### config.mk
export PLATFORM = sky130hd
export DESIGN_NAME = motor_cmd_uart_master_flat
export DESIGN_NICKNAME = d
export VERILOG_FILES = /design/src/rtl/motor_cmd_uart_master_if.sv /design/src/rtl/motor_cmd_uart_master.sv /design/src/flat_wrapper.sv
export SDC_FILE = /design/constraint.sdc
export NUM_CORES = 1
export LEC_CHECK = 0
export CAP_MARGIN = 30
export CORE_ASPECT_RATIO = 0.9
export CORE_MARGIN = 10
export CORE_UTILIZATION = 25
export CTS_CLUSTER_DIAMETER = 50
export DETAILED_ROUTE_END_ITERATION = 8
export SYNTH_ARGS = -nofsm -noshare
export SYNTH_HDL_FRONTEND = slang
export SYNTH_SLANG_ARGS = --single-unit
### constraint.sdc
create_clock -name CLK -period 2.2 [get_ports CLK]
set_input_delay 0.55 -clock CLK [delete_from_list [all_inputs] [get_ports CLK]]
set_output_delay 0.55 -clock CLK [all_outputs]
set_load 0.02 [all_outputs]
### src/rtl/motor_cmd_uart_master_if.sv
// Host/UART signal bundle for the motor command master.
interface motor_cmd_uart_master_if;
  logic        cmd_valid;
  logic        cmd_ready;
  logic [3:0]  cmd_idx;
  logic [15:0] cmd_divider;
  logic [10:0] cmd_steps;
  logic        cmd_dir;
  logic        cmd_err;
  logic        cmd_sent;
  logic        tx_start;
  logic [7:0]  tx_data;
  logic        tx_busy;
  logic        rx_valid;
  logic [7:0]  rx_data;
  logic [9:0]  pending;
  logic [9:0]  term_active;
  logic        status_valid;
  logic        status_err;

  modport master (
    input  cmd_valid, cmd_idx, cmd_divider, cmd_steps, cmd_dir,
    input  tx_busy, rx_valid, rx_data,
    output cmd_ready, cmd_err, cmd_sent, tx_start, tx_data,
    output pending, term_active, status_valid, status_err
  );

  modport slave (
    output cmd_valid, cmd_idx, cmd_divider, cmd_steps, cmd_dir,
    output tx_busy, rx_valid, rx_data,
    input  cmd_ready, cmd_err, cmd_sent, tx_start, tx_data,
    input  pending, term_active, status_valid, status_err
  );
endinterface

### src/rtl/motor_cmd_uart_master.sv
// Host-side motor command master: polls CPLD status over a byte UART
// and forwards 5-byte move packets once the target motor is idle.
module motor_cmd_uart_master #(
  parameter int unsigned GAP_CYCLES    = 4095,
  parameter int unsigned POLL_INTERVAL = 65535,
  parameter int unsigned REPLY_TIMEOUT = 131071
) (
  input  logic CLK,
  input  logic reset,
  motor_cmd_uart_master_if.master bus
);

  localparam int GW = $clog2(GAP_CYCLES + 2);
  localparam int PW = $clog2(POLL_INTERVAL + 2);
  localparam int RW = $clog2(REPLY_TIMEOUT + 2);

  typedef enum logic [2:0] {
    IDLE, Q_SEND, Q_WAIT, DECIDE, C_SEND
  } state_t;

  state_t        state, state_n;
  logic [GW-1:0] gap;
  logic [PW-1:0] poll;
  logic [RW-1:0] rtmr;
  logic [1:0]    rcnt;
  logic [2:0]    bcnt;
  logic [4:0]    sh0, sh1, sh2;
  logic          latched;
  logic [31:0]   word;
  logic [9:0]    pend, term;
  logic          txs;
  logic [7:0]    txd;
  logic          err_p, sent_p, sv_p, se_p;

  logic       can_tx, accept, rx_ok;
  logic       send, take, bad_cmd, rx_take;
  logic       q_done, q_fail, last;
  logic [7:0] byte_n, pick;

  assign bus.cmd_ready    = (state == IDLE) && !latched && !reset;
  assign bus.cmd_err      = err_p;
  assign bus.cmd_sent     = sent_p;
  assign bus.tx_start     = txs;
  assign bus.tx_data      = txd;
  assign bus.pending      = pend;
  assign bus.term_active  = term;
  assign bus.status_valid = sv_p;
  assign bus.status_err   = se_p;

  always_comb begin
    can_tx  = (gap == '0) && !bus.tx_busy;
    accept  = bus.cmd_valid && bus.cmd_ready;
    rx_ok   = (bus.rx_data[7:6] == rcnt) && !bus.rx_data[5];
    state_n = state;
    send    = 1'b0;
    take    = 1'b0;
    bad_cmd = 1'b0;
    rx_take = 1'b0;
    q_done  = 1'b0;
    q_fail  = 1'b0;
    last    = 1'b0;
    byte_n  = 8'h00;
    pick    = 8'h00;
    case (bcnt)
      3'd0:    pick = word[7:0];
      3'd1:    pick = word[15:8];
      3'd2:    pick = word[23:16];
      3'd3:    pick = word[31:24];
      default: pick = 8'h00;
    endcase
    unique case (state)
      IDLE: begin
        if (accept) begin
          if (bus.cmd_idx > 4'd9) begin
            bad_cmd = 1'b1;
          end else begin
            take    = 1'b1;
            state_n = Q_SEND;
          end
        end else if (poll == '0) begin
          state_n = Q_SEND;
        end
      end
      Q_SEND: begin
        if (can_tx) begin
          send    = 1'b1;
          byte_n  = 8'h0F;
          state_n = Q_WAIT;
        end
      end
      Q_WAIT: begin
        if (bus.rx_valid) begin
          if (!rx_ok) begin
            q_fail  = 1'b1;
            state_n = IDLE;
          end else begin
            rx_take = 1'b1;
            if (rcnt == 2'd3) begin
              q_done  = 1'b1;
              state_n = DECIDE;
            end
          end
        end else if (rtmr == '0) begin
          q_fail  = 1'b1;
          state_n = IDLE;
        end
      end
      DECIDE: begin
        if (latched && !pend[word[3:0]])
          state_n = C_SEND;
        else
          state_n = IDLE;
      end
      C_SEND: begin
        if (can_tx) begin
          send   = 1'b1;
          byte_n = pick;
          if (bcnt == 3'd4) begin
            last    = 1'b1;
            state_n = IDLE;
          end
        end
      end
      default: state_n = IDLE;
    endcase
  end

  always_ff @(posedge CLK) begin
    if (reset) state <= IDLE;
    else       state <= state_n;
  end

  always_ff @(posedge CLK) begin
    if (reset) begin
      gap     <= '0;
      poll    <= PW'(POLL_INTERVAL);
      rtmr    <= '0;
      rcnt    <= '0;
      bcnt    <= '0;
      sh0     <= '0;
      sh1     <= '0;
      sh2     <= '0;
      latched <= 1'b0;
      word    <= '0;
      pend    <= 10'h3FF;
      term    <= '0;
      txs     <= 1'b0;
      txd     <= 8'h00;
      err_p   <= 1'b0;
      sent_p  <= 1'b0;
      sv_p    <= 1'b0;
      se_p    <= 1'b0;
    end else begin
      txs    <= send;
      err_p  <= bad_cmd;
      sent_p <= last;
      sv_p   <= q_done;
      se_p   <= q_fail;
      if (send) begin
        txd <= byte_n;
        gap <= GW'(GAP_CYCLES);
      end else if (gap != '0) begin
        gap <= gap - GW'(1);
      end
      // every return to IDLE starts a fresh poll interval
      if (state != IDLE)
        poll <= PW'(POLL_INTERVAL);
      else if (poll != '0)
        poll <= poll - PW'(1);
      if (take) begin
        latched <= 1'b1;
        word    <= {bus.cmd_dir, bus.cmd_steps,
                    bus.cmd_divider, bus.cmd_idx};
      end
      if (state == Q_SEND && send) begin
        rcnt <= '0;
        rtmr <= RW'(REPLY_TIMEOUT);
      end else if (state == Q_WAIT && rtmr != '0) begin
        rtmr <= rtmr - RW'(1);
      end
      if (rx_take) begin
        rcnt <= rcnt + 2'd1;
        case (rcnt)
          2'd0:    sh0 <= bus.rx_data[4:0];
          2'd1:    sh1 <= bus.rx_data[4:0];
          2'd2:    sh2 <= bus.rx_data[4:0];
          default: ;
        endcase
      end
      if (q_done) begin
        pend <= {sh1, sh0};
        term <= {bus.rx_data[4:0], sh2};
      end
      if (state == DECIDE)
        bcnt <= '0;
      else if (state == C_SEND && send)
        bcnt <= bcnt + 3'd1;
      if (last) begin
        pend[word[3:0]] <= 1'b1;
        latched         <= 1'b0;
      end
    end
  end

endmodule

### src/flat_wrapper.sv
// flat-port wrapper written by rule: the top's interface ports become plain ports
module motor_cmd_uart_master_flat 
#(
  parameter int unsigned GAP_CYCLES    = 4095,
  parameter int unsigned POLL_INTERVAL = 65535,
  parameter int unsigned REPLY_TIMEOUT = 131071
)
  (CLK, reset, bus_cmd_valid, bus_cmd_idx, bus_cmd_divider, bus_cmd_steps, bus_cmd_dir, bus_tx_busy, bus_rx_valid, bus_rx_data, bus_cmd_ready, bus_cmd_err, bus_cmd_sent, bus_tx_start, bus_tx_data, bus_pending, bus_term_active, bus_status_valid, bus_status_err);
  motor_cmd_uart_master_if bus_i ();
  input  logic CLK;
  input  logic reset;
  input wire logic [$bits(bus_i.cmd_valid)-1:0] bus_cmd_valid;
  input wire logic [$bits(bus_i.cmd_idx)-1:0] bus_cmd_idx;
  input wire logic [$bits(bus_i.cmd_divider)-1:0] bus_cmd_divider;
  input wire logic [$bits(bus_i.cmd_steps)-1:0] bus_cmd_steps;
  input wire logic [$bits(bus_i.cmd_dir)-1:0] bus_cmd_dir;
  input wire logic [$bits(bus_i.tx_busy)-1:0] bus_tx_busy;
  input wire logic [$bits(bus_i.rx_valid)-1:0] bus_rx_valid;
  input wire logic [$bits(bus_i.rx_data)-1:0] bus_rx_data;
  output wire logic [$bits(bus_i.cmd_ready)-1:0] bus_cmd_ready;
  output wire logic [$bits(bus_i.cmd_err)-1:0] bus_cmd_err;
  output wire logic [$bits(bus_i.cmd_sent)-1:0] bus_cmd_sent;
  output wire logic [$bits(bus_i.tx_start)-1:0] bus_tx_start;
  output wire logic [$bits(bus_i.tx_data)-1:0] bus_tx_data;
  output wire logic [$bits(bus_i.pending)-1:0] bus_pending;
  output wire logic [$bits(bus_i.term_active)-1:0] bus_term_active;
  output wire logic [$bits(bus_i.status_valid)-1:0] bus_status_valid;
  output wire logic [$bits(bus_i.status_err)-1:0] bus_status_err;
  assign bus_i.cmd_valid = bus_cmd_valid;
  assign bus_i.cmd_idx = bus_cmd_idx;
  assign bus_i.cmd_divider = bus_cmd_divider;
  assign bus_i.cmd_steps = bus_cmd_steps;
  assign bus_i.cmd_dir = bus_cmd_dir;
  assign bus_i.tx_busy = bus_tx_busy;
  assign bus_i.rx_valid = bus_rx_valid;
  assign bus_i.rx_data = bus_rx_data;
  assign bus_cmd_ready = bus_i.cmd_ready;
  assign bus_cmd_err = bus_i.cmd_err;
  assign bus_cmd_sent = bus_i.cmd_sent;
  assign bus_tx_start = bus_i.tx_start;
  assign bus_tx_data = bus_i.tx_data;
  assign bus_pending = bus_i.pending;
  assign bus_term_active = bus_i.term_active;
  assign bus_status_valid = bus_i.status_valid;
  assign bus_status_err = bus_i.status_err;
  motor_cmd_uart_master #(.GAP_CYCLES(GAP_CYCLES), .POLL_INTERVAL(POLL_INTERVAL), .REPLY_TIMEOUT(REPLY_TIMEOUT)) u_core (.CLK(CLK), .reset(reset), .bus(bus_i));
endmodule
==> flow_summary.rst, run 1 <==
.. list-table::
   :header-rows: 1

   * - Metric
     - Value
   * - RSZ-0062 raised after global routing
     - yes
   * - Status
     - finished with violations
   * - Number of endpoints failing setup at the final stage
     - 8
   * - Core area
     - 0.02446 mm²
   * - Crit path launch type
     - flip-flop
   * - Worst path cell trace
     - inv_2 -> ha_4 -> or4b_4 -> or4_4 -> o21ai_2 -> o2111a_2 -> o221a_1
   * - Post-synth top cells
     - sky130_fd_sc_hd__nand2_1 (165), sky130_fd_sc_hd__dfxtp_1 (137), sky130_fd_sc_hd__a21oi_1 (84), sky130_fd_sc_hd__clkbuf_1 (36), sky130_fd_sc_hd__nand3_1 (33)
   * - Grt ovf
     - 0
   * - Clock insertion delay at the later pin of the skew report
     - 430 ps
   * - Count of pins on the block boundary
     - 79
   * - Largest net degree at the start of global routing
     - 78
   * - Antenna violations before repair
     - 2
   * - Number of enable flip-flop cells after synthesis
     - 0
   * - Clk sinks
     - 137
   * - Setup Crit Path Kind
     - reg2reg
   * - Post-synthesis average cell area
     - 8.216 µm²
   * - Vias
     - 5,828
   * - Synth Flop Type
     - sky130_fd_sc_hd__dfxtp_1
   * - Inserted Clock Buffers
     - 17
   * - Area fraction of the dominant cell type after synthesis
     - 0.4369
   * - Instance count of the mapped netlist
     - 764
   * - TritonRoute pass-1 iters
     - 5
   * - Average wire per standard cell
     - 14.51 µm
   * - Pwr dens
     - 972.0 mW/mm²
   * - Final RePlAce weighted congestion
     - 0.8172
   * - Number of nets produced by synthesis
     - 823
   * - Fin crit period
     - 2239 ps
   * - Final clock skew
     - 17.39 ps
   * - Clock tree from TritonCTS
     - yes
   * - I/O Buffers
     - 78
   * - Largest fanout of any net on the critical path
     - 4
   * - Data required time at the worst endpoint
     - 2560 ps
   * - 1st-iter DRT viols
     - 425
   * - Maximum buffer depth of the clock tree
     - 2
   * - Failing checks
     - negative setup slack
   * - Initial standard-cell utilization of the core
     - 0.2567
   * - Number of endpoints with negative hold slack in the final report
     - 0
   * - CTS Root Buffer Type
     - sky130_fd_sc_hd__clkbuf_16
   * - Chip Height
     - 170.3 µm
   * - Number of hold-repair buffers added at the cts stage
     - 0
   * - Wire length of the first global-routing pass
     - 29,190 µm
   * - Via count of the first global-routing pass
     - 5,674
   * - Fill cell total of the finished layout
     - 2,613
   * - Pre-CTS setup slack
     - -153.6 ps
   * - Post-synth cell types
     - 57
   * - Die outline area
     - 0.03186 mm²
   * - PnR worst setup slack
     - -38.82 ps
   * - Crit share post-route
     - 1.018
   * - Number of antenna repair diodes
     - 0
   * - Leakage power
     - 0.002956 µW
   * - Remaining design rule violation count
     - 0
   * - Final slew viol count
     - 0
   * - Die Wd
     - 187.0 µm
   * - Data arrival at the endpoint of the critical path
     - 2600 ps
   * - Dominant cell by count in the synthesized netlist
     - sky130_fd_sc_hd__nand2_1
   * - Largest area contributor in the synthesized netlist
     - sky130_fd_sc_hd__dfxtp_1
   * - Crit-path slowest cell
     - sky130_fd_sc_hd__or4_4
   * - Total of max-cap violations
     - 0
   * - Post-CTS clock slew at the launch and capture registers of the worst setup and hold paths
     - 60 ps
   * - Worst min-delay path category
     - reg2reg
   * - Proportion of register bits with asynchronous set or reset after synthesis
     - 0
   * - Std-Cell Rows
     - 54
   * - Maximum resistive drop on vdd
     - 0.5680 mV
   * - Count of non-filler cells in the finished layout
     - 1,227
   * - Total negative setup slack
     - -145.1 ps
   * - Count of state elements after synthesis
     - 137
   * - Synth area leaders
     - sky130_fd_sc_hd__dfxtp_1 (44%), sky130_fd_sc_hd__nand2_1 (9.9%), sky130_fd_sc_hd__a21oi_1 (6.7%)
   * - Layout overhead on the synthesized area
     - 35.24%
   * - DRT Wirelength
     - 17,810 µm
   * - Element type at the critical path end
     - flip-flop
   * - Total number of yosys warnings
     - 0
   * - Depth of the CTS H-tree
     - 4
   * - Post-DRT Antenna Nets
     - 0
   * - Max stage delay on crit path
     - 570 ps
   * - Dpl hpwl
     - 13,020 µm
   * - Overall fraction of global-route tracks in use
     - 0.1111
   * - Placed Instances
     - 1,192
   * - Max Clk Rate
     - 446.7 MHz
   * - Proportion of synthesized chip area in sequential cells
     - 0.4369
   * - Post-Synthesis Cell Area
     - 0.006277 mm²
   * - Worst slew margin relative to its limit
     - 0.4534
   * - Vias per Instance
     - 4.750
   * - Worst slew pin tran
     - 819.9 ps
   * - Net count, final
     - 937
   * - Fraction of layout cells with a size suffix above 1
     - 0.1616
==> per-layer routing <==
layer,share of wire,up-vias,wire (µm),track usage
li1,-,2965,-,-
met1,0.47,2730,8422,0.1438
met2,0.46,112,8206,0.1757
met3,0.050,17,894,0.02881
met4,0.015,4,259,0.03923
met5,0.0013,-,24,0
==> where the power goes <==
part | leakage (µW) | internal [µW] | switching, µW
combinational | 0.00156 | 1200 | 1400
sequential | 0.00111 | 2700 | 176
clock | 0.000285 | 1610 | 1160
total | 0.00296 | 5520 | 2740
==> flip-flops by register name, indices dropped and copies added, names as in the netlist, 5 cells and up <==
name and count:
u_core.word 32, u_core.rtmr 18, u_core.poll 17, u_core.gap 13, u_core.bus.pending 10, u_core.bus.term_active 10, u_core.bus.tx_data 8, u_core.sh0 5
u_core.sh1 5, u_core.sh2 5
==> cells by family after synthesis <==
logic type                 after synthesis  share of synthesized area
and+or+nand+nor                        336                     0.2711
AOI/OAI and AO/OA                      183                     0.1760
xor gates and xnor gates                23                    0.03209
muxes                                    6                    0.01355
buffers and inverters                   65                    0.04245
adders and majority gates               14                    0.02791
DFF                                    137                     0.4369
==> cell usage in the layout, fill, tap and decap left out, types with 6 or more instances in the layout <==
cell type and n:
sky130_fd_sc_hd__a21oi_1 84, sky130_fd_sc_hd__o31ai_1 7, sky130_fd_sc_hd__xor2_1 14, sky130_fd_sc_hd__or3_1 13
sky130_fd_sc_hd__inv_1 18, sky130_fd_sc_hd__nand2_1 165, sky130_fd_sc_hd__a211oi_1 11, sky130_fd_sc_hd__ha_1 13
sky130_fd_sc_hd__buf_4 59, sky130_fd_sc_hd__nand4b_1 7, sky130_fd_sc_hd__a222oi_1 8, sky130_fd_sc_hd__nor4_1 10
sky130_fd_sc_hd__o21ai_1 7, sky130_fd_sc_hd__nor3_1 10, sky130_fd_sc_hd__or4_1 11, sky130_fd_sc_hd__dfxtp_1 135
sky130_fd_sc_hd__a31oi_1 21, sky130_fd_sc_hd__xnor2_1 9, sky130_fd_sc_hd__nand4_1 6, sky130_fd_sc_hd__clkdlybuf4s50_1 76
sky130_fd_sc_hd__nor2_1 21, sky130_fd_sc_hd__and3_1 13, sky130_fd_sc_hd__o21ai_0 25, sky130_fd_sc_hd__clkbuf_16 17
sky130_fd_sc_hd__nand3_1 31
==> per-stage QoR <==
stage	hold slack (ps)	total power (µW)	cell area, µm²	utilization
floorplan	420.6	4485	6292	-
global placement	435.9	5351	7789	0.3184
detailed placement	441.7	5388	7789	0.3184
CTS	450.5	8213	8386	0.3428
global route	471.9	8758	8489	0.3471
finish	452.5	8252	8489	0.3471
==> what timing repair did <==
| item | 4_1_cts | 5_1_grt |
|---|---|---|
| cloned | 0 | 0 |
| pin swaps | 18 | 10 |
| resized for setup | 6 | 21 |
| buffers inserted | 1 | 2 |
| setup endpoints to repair | 20 | 61 |
==> final timing paths <==
kind	end	cells past startpoint	slack, ps	from
worst max-delay path	u_core.state[0]	7	-40	u_core.gap[1]
worst min-delay path	u_core.poll[16]	2	450	u_core.poll[16]
worst max register to register	u_core.state[0]	7	-40	u_core.gap[1]
worst min register to register	u_core.poll[16]	2	450	u_core.poll[16]
==> cell type report <==
type                    instances  area (µm²)  share of cell area
multi-input cells             562        3393              0.3997
flip-flops and latches        137        2745              0.3234
repair buffers                140        1280              0.1508
clock buffers                  18       439.2             0.05173
well taps                     336       420.4             0.04952
clock inverters                14       136.4             0.01606
inverters                      20       75.07            0.008843
==> worst max-delay path: cells and delay by family, from the launching register on <==
family / cells / cell delay [ps]
AOI/OAI and AO/OA: 3 / 600
adders and majority gates: 1 / 120
buffers and inverters: 1 / 70
DFF: 1 / 320
and+or+nand+nor: 2 / 1070
No activity file was read; power rests on OpenSTA's default activity.
==> inputs of run 2 (changes only) <==
--- a/config.mk
+++ b/config.mk
@@ -8,9 +8,11 @@
 export CAP_MARGIN = 30
 export CORE_ASPECT_RATIO = 0.9
 export CORE_MARGIN = 10
-export CORE_UTILIZATION = 25
+export CORE_UTILIZATION = 50
 export CTS_CLUSTER_DIAMETER = 50
 export DETAILED_ROUTE_END_ITERATION = 8
+export GPL_TIMING_DRIVEN = 0
+export PLACE_DENSITY = 0.76
 export SYNTH_ARGS = -nofsm -noshare
 export SYNTH_HDL_FRONTEND = slang
 export SYNTH_SLANG_ARGS = --single-unit
==> constraint.sdc (replaced) <==
create_clock -name CLK -period 1.9 [get_ports CLK]
set_input_delay 0.475 -clock CLK [delete_from_list [all_inputs] [get_ports CLK]]
set_output_delay 0.475 -clock CLK [all_outputs]
set_load 0.02 [all_outputs]
==> flow_summary.rst, run 2 (synthesis gave the netlist of run 1 again) <==
.. list-table::
   :header-rows: 1

   * - Metric
     - Value
   * - Max Clk Rate
     - 427.6 MHz
   * - Remaining design rule violation count
     - 0
   * - CTS Root Buffer Type
     - sky130_fd_sc_hd__clkbuf_16
   * - Worst path buffer plus inverter count
     - 1
   * - Layout overhead on the synthesized area
     - 44.71%
   * - Final slew viol count
     - 0
   * - Pre-CTS setup slack
     - -803.5 ps
   * - Largest net degree at the start of global routing
     - 17
   * - Data arrival at the endpoint of the critical path
     - 2650 ps
   * - Number of hold-repair buffers added at the cts stage
     - 0
   * - Worst slew margin relative to its limit
     - 0.5552
   * - Number of antenna repair diodes
     - 0
   * - Average wire per standard cell
     - 18.55 µm
   * - DRT Wirelength
     - 20,220 µm
   * - Pwr dens
     - 1303 mW/mm²
   * - Commonest cells after routing, fill and taps aside
     - sky130_fd_sc_hd__nand2_1 (157), sky130_fd_sc_hd__dfxtp_1 (123), sky130_fd_sc_hd__a21oi_1 (76)
   * - Utilization after layout
     - 0.7463
   * - Largest registers in the final layout
     - u_core.word (32), u_core.rtmr (18), u_core.poll (17)
   * - TritonRoute pass-1 iters
     - 6
   * - Leakage power
     - 0.003270 µW
   * - Fin crit period
     - 2338 ps
   * - Clk sinks
     - 137
   * - Crit-path slowest cell
     - sky130_fd_sc_hd__or4_4
   * - Largest fanout of any net on the critical path
     - 6
   * - Net count, final
     - 976
   * - Wire length of the first global-routing pass
     - 31,240 µm
   * - Vias
     - 6,497
   * - Inserted Clock Buffers
     - 17
   * - Count of pins on the block boundary
     - 79
   * - I/O Buffers
     - 77
   * - Clock tree from TritonCTS
     - yes
   * - RSZ-0062 raised after global routing
     - yes
   * - Total of max-cap violations
     - 0
   * - Clock insertion delay at the later pin of the skew report
     - 420 ps
   * - Die Wd
     - 138.1 µm
   * - Chip Height
     - 126.3 µm
   * - Overall fraction of global-route tracks in use
     - 0.2114
   * - Data required time at the worst endpoint
     - 2210 ps
   * - Number of endpoints failing setup at the final stage
     - 75
   * - Maximum resistive drop on vdd
     - 0.8670 mV
   * - Number of endpoints with negative hold slack in the final report
     - 0
   * - Post-DRT Antenna Nets
     - 0
   * - Via count of the first global-routing pass
     - 6,263
   * - Worst min-delay path category
     - reg2reg
   * - 1st-iter DRT viols
     - 775
   * - Flip-flop count of the largest register, all copies and words added
     - 32
   * - PnR worst setup slack
     - -438.4 ps
   * - Status
     - finished with violations
   * - Failing checks
     - negative setup slack
   * - Antenna violations before repair
     - 0
   * - Crit share post-route
     - 1.231
   * - Setup Crit Path Kind
     - reg2reg
   * - Post-CTS clock slew at the launch and capture registers of the worst setup and hold paths
     - 60 ps
   * - Crit path launch type
     - flip-flop
   * - Final clock skew
     - 5.732 ps
   * - Element type at the critical path end
     - flip-flop
   * - Die outline area
     - 0.01744 mm²
   * - Grt ovf
     - 0
   * - Dpl hpwl
     - 12,580 µm
   * - Initial standard-cell utilization of the core
     - 0.5157
   * - Depth of the CTS H-tree
     - 4
   * - Worst path cell trace
     - or4_4 -> buf_4 -> o311ai_2 -> or3_1 -> a2111oi_2 -> o211a_1
   * - Maximum buffer depth of the clock tree
     - 2
   * - Fill cell total of the finished layout
     - 832
   * - Core area
     - 0.01217 mm²
   * - Max stage delay on crit path
     - 590 ps
   * - Commonest non-fill, non-tap cell in the layout
     - sky130_fd_sc_hd__nand2_1
   * - Fraction of layout cells with a size suffix above 1
     - 0.2570
   * - Vias per Instance
     - 5.961
   * - Register with the most flip-flops
     - u_core.word
   * - Std-Cell Rows
     - 38
   * - Final RePlAce weighted congestion
     - 0.8975
   * - Overall power after layout
     - 11,840 µW
   * - Delay-heaviest family, CP
     - compound AO/OA/AOI/OAI gates
   * - Worst slew pin tran
     - 667.1 ps
## run 2: cell count changes in the layout (fill, tap and decap cells not counted), moves of 8 or more
cell,before,now
sky130_fd_sc_hd__clkbuf_1,0,22
sky130_fd_sc_hd__buf_6,1,13
sky130_fd_sc_hd__clkdlybuf4s50_1,76,64
sky130_fd_sc_hd__dfxtp_1,135,123
sky130_fd_sc_hd__a21oi_1,84,76
sky130_fd_sc_hd__dfxtp_2,2,10
sky130_fd_sc_hd__nand2_1,165,157
## run 2: area by class of cell
cell class / count / area [µm²] / area share
clock inverters: 14 / 163.9 / 0.01804
multi-input cells: 562 / 3867 / 0.4258
plain buffers: 39 / 235.2 / 0.02590
well taps: 160 / 200.2 / 0.02204
inverters: 20 / 75.07 / 0.008264
repair buffers: 140 / 1343 / 0.1478
flip-flops and latches: 137 / 2770 / 0.3050
clock buffers: 18 / 429.2 / 0.04725
## run 2: repair_timing
item,CTS,global route
hold endpoints to repair,0,0
setup buffers,35,29
resized for setup,92,92
pin swaps,27,48
endpoints found under the setup margin,138,121
cloned,1,0
## run 2: metrics by stage
| step | cells | cell area, µm² | hold WS (ps) | setup TNS, ps |
|---|---|---|---|---|
| detailed placement | 1001 | 7363 | 441.0 | -65410 |
| floorplan | 764 | 6392 | 420.6 | -5413 |
| finish | 1090 | 9084 | 453.4 | -15400 |
| CTS | 1065 | 8543 | 453.9 | -12820 |
| global placement | 1001 | 7363 | 437.6 | -59650 |
| global route | 1090 | 9084 | 471.2 | -21150 |
## run 2: worst register-to-register path, stage by stage (launching register included)
cell and delay, ps:
sky130_fd_sc_hd__dfxtp_2 360, sky130_fd_sc_hd__or4_4 590, sky130_fd_sc_hd__buf_4 190, sky130_fd_sc_hd__o311ai_2 550, sky130_fd_sc_hd__or3_1 240, sky130_fd_sc_hd__a2111oi_2 90
sky130_fd_sc_hd__o211a_1 220
## run 2: where the power goes
group	total (µW)	internal (µW)	switching, µW	leakage [µW]
Combinational	5050	2530	2510	0.00187
Clock	3350	1970	1380	0.000280
Sequential	3450	3140	313	0.00112
Total	11800	7640	4200	0.00327
## run 2: worst paths after layout
kind	cells after the start	start	slack, ps	endpoint
worst max register to register	6	u_core.gap[5]	-440	u_core.gap[11]
worst min-delay path	2	u_core.bus.term_active[1]	450	u_core.bus.term_active[1]
worst min register to register	2	u_core.bus.term_active[1]	450	u_core.bus.term_active[1]
worst max-delay path	6	u_core.gap[5]	-440	u_core.gap[11]
## run 2: layer usage
metal,GRT usage,up-vias,share of wire
li1,-,3043,-
met1,0.2549,3087,0.40
met2,0.3557,310,0.50
met3,0.06043,57,0.074
met4,0.07063,0,0.029
met5,0,-,0
==> inputs of run 3 (changes only) <==
--- a/config.mk
+++ b/config.mk
@@ -7,7 +7,6 @@
 export LEC_CHECK = 0
 export CAP_MARGIN = 30
 export CORE_ASPECT_RATIO = 0.9
-export CORE_MARGIN = 10
 export CORE_UTILIZATION = 50
 export CTS_CLUSTER_DIAMETER = 50
 export DETAILED_ROUTE_END_ITERATION = 8
==> flow_summary.rst, run 3 (synthesis gave the netlist of run 1 again) <==
.. list-table::
   :header-rows: 1

   * - Metric
     - Value
   * - Status
     - finished with violations
   * - Failing checks
     - negative setup slack
   * - Clock tree from TritonCTS
     - yes
   * - Worst reg2reg path startpoint
     - u_core.gap[0]
   * - Max Clk Rate
     - 430.1 MHz
   * - Count of non-filler cells in the finished layout
     - 1,084
   * - Chip Height
     - 108.3 µm
   * - Max stage delay on crit path
     - 570 ps
   * - Depth of the CTS H-tree
     - 4
   * - Post-DRT Antenna Nets
     - 0
   * - Post-CTS clock slew at the launch and capture registers of the worst setup and hold paths
     - 60 ps
   * - Data required time at the worst endpoint
     - 2250 ps
   * - Vias per Instance
     - 6.012
   * - Grt ovf
     - 0
   * - Net count, final
     - 972
   * - Commonest cells after routing, fill and taps aside
     - sky130_fd_sc_hd__nand2_1 (156), sky130_fd_sc_hd__dfxtp_1 (121), sky130_fd_sc_hd__a21oi_1 (77)
   * - Wire length of the first global-routing pass
     - 29,410 µm
   * - Tightest hold margin
     - 451.0 ps
   * - Cell count of the worst reg-to-reg path
     - 7
   * - Largest net degree at the start of global routing
     - 17
   * - Inserted Clock Buffers
     - 17
   * - Core area
     - 0.01212 mm²
   * - Layout overhead on the synthesized area
     - 45.17%
   * - Die Wd
     - 120.1 µm
   * - Final clock skew
     - 6.439 ps
   * - Worst-case register-to-register setup slack
     - -430 ps
   * - Setup Crit Path Kind
     - reg2reg
   * - RSZ-0062 raised after global routing
     - yes
   * - Via count of the first global-routing pass
     - 6,170
   * - Final RePlAce weighted congestion
     - 0.9114
   * - Number of hold-repair buffers added at the cts stage
     - 0
   * - Register with the most flip-flops
     - u_core.word
   * - 1st-iter DRT viols
     - 593
   * - Die outline area
     - 0.01301 mm²
   * - Leakage power
     - 0.003267 µW
   * - Number of antenna repair diodes
     - 0
   * - Worst slew pin tran
     - 720.9 ps
   * - Worst min-delay path category
     - reg2reg
   * - Met3 track demand over resource in global routing
     - 0.07015
   * - Crit-path slowest cell
     - sky130_fd_sc_hd__or4_4
   * - Flip-flop count of the largest register, all copies and words added
     - 32
   * - CTS Root Buffer Type
     - sky130_fd_sc_hd__clkbuf_16
   * - Largest registers in the final layout
     - u_core.word (32), u_core.rtmr (18), u_core.poll (17)
   * - Fin crit period
     - 2325 ps
   * - Fraction of met1 tracks used by global routing
     - 0.3454
   * - Worst slew margin relative to its limit
     - 0.5194
   * - M2 GR Usage
     - 0.4992
   * - Layer with the highest usage after global routing
     - met2
   * - Overall fraction of global-route tracks in use
     - 0.2893
   * - I/O Buffers
     - 77
   * - Worst path cell trace
     - inv_2 -> ha_4 -> or4b_4 -> or4_4 -> o21ai_2 -> o2111a_2 -> mux2i_1
   * - Fraction of layout cells with a size suffix above 1
     - 0.2619
   * - Crit. Startpoint
     - u_core.gap[0]
   * - Element type at the critical path end
     - flip-flop
   * - Count of pins on the block boundary
     - 79
   * - Clock insertion delay at the later pin of the skew report
     - 420 ps
   * - Critical path destination
     - u_core.state[1]
   * - Total negative setup slack
     - -12,480 ps
   * - Data arrival at the endpoint of the critical path
     - 2670 ps
   * - PnR worst setup slack
     - -425.2 ps
   * - Pwr dens
     - 1263 mW/mm²
   * - Number of endpoints with negative hold slack in the final report
     - 0
   * - Vias
     - 6,517
   * - Antenna violations before repair
     - 1
   * - Remaining design rule violation count
     - 0
   * - Std-Cell Rows
     - 38
   * - Initial standard-cell utilization of the core
     - 0.5178
   * - Dpl hpwl
     - 11,920 µm
   * - Placed Instances
     - 1,001
   * - Number of endpoints failing setup at the final stage
     - 61
   * - Overall power after layout
     - 11,510 µW
   * - Crit share post-route
     - 1.224
   * - TritonRoute pass-1 iters
     - 6
   * - Largest fanout of any net on the critical path
     - 4
   * - Worst reg2reg path endpoint
     - u_core.state[1]
   * - Total of max-cap violations
     - 0
   * - Maximum resistive drop on vdd
     - 0.8343 mV
   * - Maximum buffer depth of the clock tree
     - 2
   * - Final slew viol count
     - 0
   * - Commonest non-fill, non-tap cell in the layout
     - sky130_fd_sc_hd__nand2_1
   * - Worst min-delay path startpoint
     - u_core.sh2[1]
   * - DRT Wirelength
     - 19,680 µm
   * - Average wire per standard cell
     - 18.15 µm
   * - Clk sinks
     - 137
   * - Crit path launch type
     - flip-flop
run 3: changes by cell type in the layout (fill, tap and decap cells not counted), moves of 3 or more:
cell                       before  now
sky130_fd_sc_hd__buf_2          0    4
sky130_fd_sc_hd__buf_4         54   46
sky130_fd_sc_hd__clkbuf_1      22   19
sky130_fd_sc_hd__dfxtp_2       10   13
sky130_fd_sc_hd__inv_6          5    1
run 3: layout make-up:
class                   instances  area (µm²)
fillers                       860        3012
well taps                     160       200.2
flip-flops and latches        137        2770
clock buffers                  19       452.9
inverters                      20       75.07
repair buffers                136        1315
clock inverters                11       147.6
multi-input cells             562        3918
plain buffers                  39       234.0
run 3: how the worst min path moves through the flow:
stage,slack (ps),cells after the start,to
floorplan,420,2,u_core.poll[16]
global placement,440,2,u_core.poll[16]
detailed placement,440,2,u_core.poll[16]
CTS,450,2,u_core.bus.term_active[3]
global route,460,2,u_core.bus.term_active[1]
finish,450,2,u_core.bus.term_active[1]
run 3: repair_timing:
item                       CTS  global route
buffers inserted            33            27
setup endpoints to repair  139           131
gates resized for setup    109            85
cloned                       2             1
pin swaps                   51            43
run 3: per-layer routing:
layer  routed length [µm]  vias up
met5                   13        -
met1                 8128     3104
met3                 1353       60
met2                 9723      303
met4                  459        2
li1                     -     3048
run 3: through the flow:
step	cell area, µm²	util	worst slack (ps)
floorplan	6392	-	-287.7
global placement	7363	0.6073	-781.0
detailed placement	7363	0.6073	-828.3
CTS	8608	0.7100	-387.6
global route	9112	0.7516	-510.6
finish	9112	0.7516	-425.2
run 3: critical path, delay by kind of cell, from the launching register on:
family / cells / cell delay (ps)
buf+inv: 1 / 70
compound gates: 2 / 450
fa+ha+maj: 1 / 130
simple gates: 2 / 1070
mux: 1 / 190
flops: 1 / 320
run 3: power by group:
part	switching, µW	total, µW	leakage (µW)	internal [µW]
combinational	2360	4680	0.00187	2320
clock	1270	3380	0.000283	2120
sequential	304	3450	0.00112	3140
total	3930	11500	0.00327	7580
==> variant (config.mk and constraints of run 2) <==
`REPLY_TIMEOUT` is set to 131071 in 2 places; all go to 32767.
--- a/src/rtl/motor_cmd_uart_master.sv
+++ b/src/rtl/motor_cmd_uart_master.sv
@@ -3,7 +3,7 @@
 module motor_cmd_uart_master #(
   parameter int unsigned GAP_CYCLES    = 4095,
   parameter int unsigned POLL_INTERVAL = 65535,
-  parameter int unsigned REPLY_TIMEOUT = 131071
+  parameter int unsigned REPLY_TIMEOUT = 32767
 ) (
   input  logic CLK,
   input  logic reset,
--- a/src/flat_wrapper.sv
+++ b/src/flat_wrapper.sv
@@ -3,7 +3,7 @@
 #(
   parameter int unsigned GAP_CYCLES    = 4095,
   parameter int unsigned POLL_INTERVAL = 65535,
-  parameter int unsigned REPLY_TIMEOUT = 131071
+  parameter int unsigned REPLY_TIMEOUT = 32767
 )
   (CLK, reset, bus_cmd_valid, bus_cmd_idx, bus_cmd_divider, bus_cmd_steps, bus_cmd_dir, bus_tx_busy, bus_rx_valid, bus_rx_data, bus_cmd_ready, bus_cmd_err, bus_cmd_sent, bus_tx_start, bus_tx_data, bus_pending, bus_term_active, bus_status_valid, bus_status_err);
   motor_cmd_uart_master_if bus_i ();
Function: no difference found for any inputs over 10 cycles, from zero or initial values and one cycle with reset high; that may be too few to reach the edited logic, so the function may still have changed.
==> variant against run 2 <==
- the run ends with design-rule violations, negative setup slack left
- final area up 0.88%
- synthesized area shrank 4.6%
- power decreased by 20%
- wire length grew 7.0%
- non-clock buffer count grew 3
- sequential cell count down 2
- setup slack lost 0.14 ns
- cell count is 5.1% lower
- largest power group is now the clock network
==> variant: results (changes against run 2) <==
| Metric | Value |
|---|---|
| Setup WS post-layout | `-0.582 ns (was -0.438 ns)` |
| Vias per Instance | `6.14 (was 5.96)` |
| Sw frac | `31.8% (was 35.5%)` |
| WP data arrival | `2.82 ns (was 2.65 ns)` |
| Initial DRC count | `774 (was 775)` |
| Pre-CTS WS | `-1.22 ns (was -0.803 ns)` |
| WHS | `0.457 ns (was 0.453 ns)` |
| DRC violations left | `3 (was 0)` |
| Post-Syn Nets | `766 (was 823)` |
| Outcome | `finished, violations left (unchanged)` |
| Final nets | `923 (was 976)` |
| DR WL/cell | `20.9 um (was 18.6 um)` |
| Static Leak | `3.33 nW (was 3.27 nW)` |
| Maximum vdd drop | `0.809 mV (was 0.867 mV)` |
| Distinct cells, synth | `54 (was 57)` |
| Slew headroom | `31.6% (was 55.5%)` |
| Final setup viols | `97 (was 75)` |
| First-pass GRT wire length | `30.2 mm (was 31.2 mm)` |
| DP Area | `0.00712 mm2 (was 0.00736 mm2)` |
| Failing checks | `design-rule violations, negative setup slack (was negative setup slack)` |
| Layout cells sized above 1 | `32.5% (was 25.7%)` |
| GR Util All Layers | `22.3% (was 21.1%)` |
| Crit Path Max Fanout | `7 (was 6)` |
| DR pass1 iterations | `9 (was 6)` |
| Biggest regs | `u_core.word x32, u_core.poll x17, u_core.rtmr x16 (was u_core.word x32, u_core.rtmr x18, u_core.poll x17)` |
| Placer Congestion | `0.859 (was 0.898)` |
[variant: per-stage QoR]
stage | TNS, ns | std cells
after global placement | -84.37 | 942
after detailed placement | -88.32 | 942
after CTS | -30.32 | 1008
after floorplan | -23.19 | 708
final | -33.11 | 1034
after global routing | -40.63 | 1034
[variant: per-layer routing]
metal	global-route usage, %	routed length (um)	vias up
li1	-	-	2824
met1	26.1	8420	3057
met2	38.2	10800	378
met3	5.96	1680	89
met4	9.68	775	0
met5	0	0	-
[variant: layout make-up]
class | instances | share of cell area, %
Clock buffer | 18 | 4.68
Inverter | 16 | 0.683
Clock inverter | 14 | 1.88
Timing Repair Buffer | 142 | 15.1
Sequential cell | 135 | 29.8
Buffer | 40 | 3.85
Tap cell | 156 | 2.13
Multi-Input combinational cell | 513 | 41.9
[variant: worst paths after layout]
check,start,endpoint,cells past startpoint
worst max-delay path,u_core.gap[0],u_core.bus.pending[9],8
worst min-delay path,u_core.word[29],u_core.word[29],2
worst max register to register,u_core.gap[0],u_core.bus.pending[9],8
worst min register to register,u_core.word[29],u_core.word[29],2
[variant: what timing repair did]
| item | in CTS | in global routing |
|---|---|---|
| setup endpoints to repair | 141 | 137 |
| gates resized for setup | 139 | 149 |
| pin swaps | 52 | 53 |
| buffers inserted | 31 | 27 |
| gates cloned | 5 | 3 |
| hold buffers | 0 | 0 |
[variant: logic make-up (layout without fill, tap and decap cells)]
family / Yosys count / in the layout / share of synthesized area, %
muxes: 11 / 11 / 2.26
DFF: 135 / 135 / 45.2
xor gates and xnor gates: 36 / 36 / 5.27
AOI/OAI and AO/OA: 159 / 159 / 15.8
buffers and inverters: 60 / 230 / 3.89
and+or+nand+nor: 294 / 294 / 24.9
adders and majority gates: 13 / 13 / 2.72
[variant: power groups by stage]
stage	clock network (W)	registers, W	logic, W
after floorplan	0	0.00331	0.00154
after global placement	0	0.00334	0.00195
after detailed placement	0	0.00336	0.00202
after CTS	0.00340	0.00331	0.00236
after global routing	0.00355	0.00337	0.00296
final	0.00343	0.00335	0.00273
[variant: critical path, cell delays in order (launching register included)]
cell      delay, ns
dfxtp_2        0.33
inv_2          0.08
ha_4           0.13
or4b_4         0.45
or4b_4         0.58
nor3_4         0.20
buf_12         0.16
nand4b_4       0.19
o31ai_2        0.29
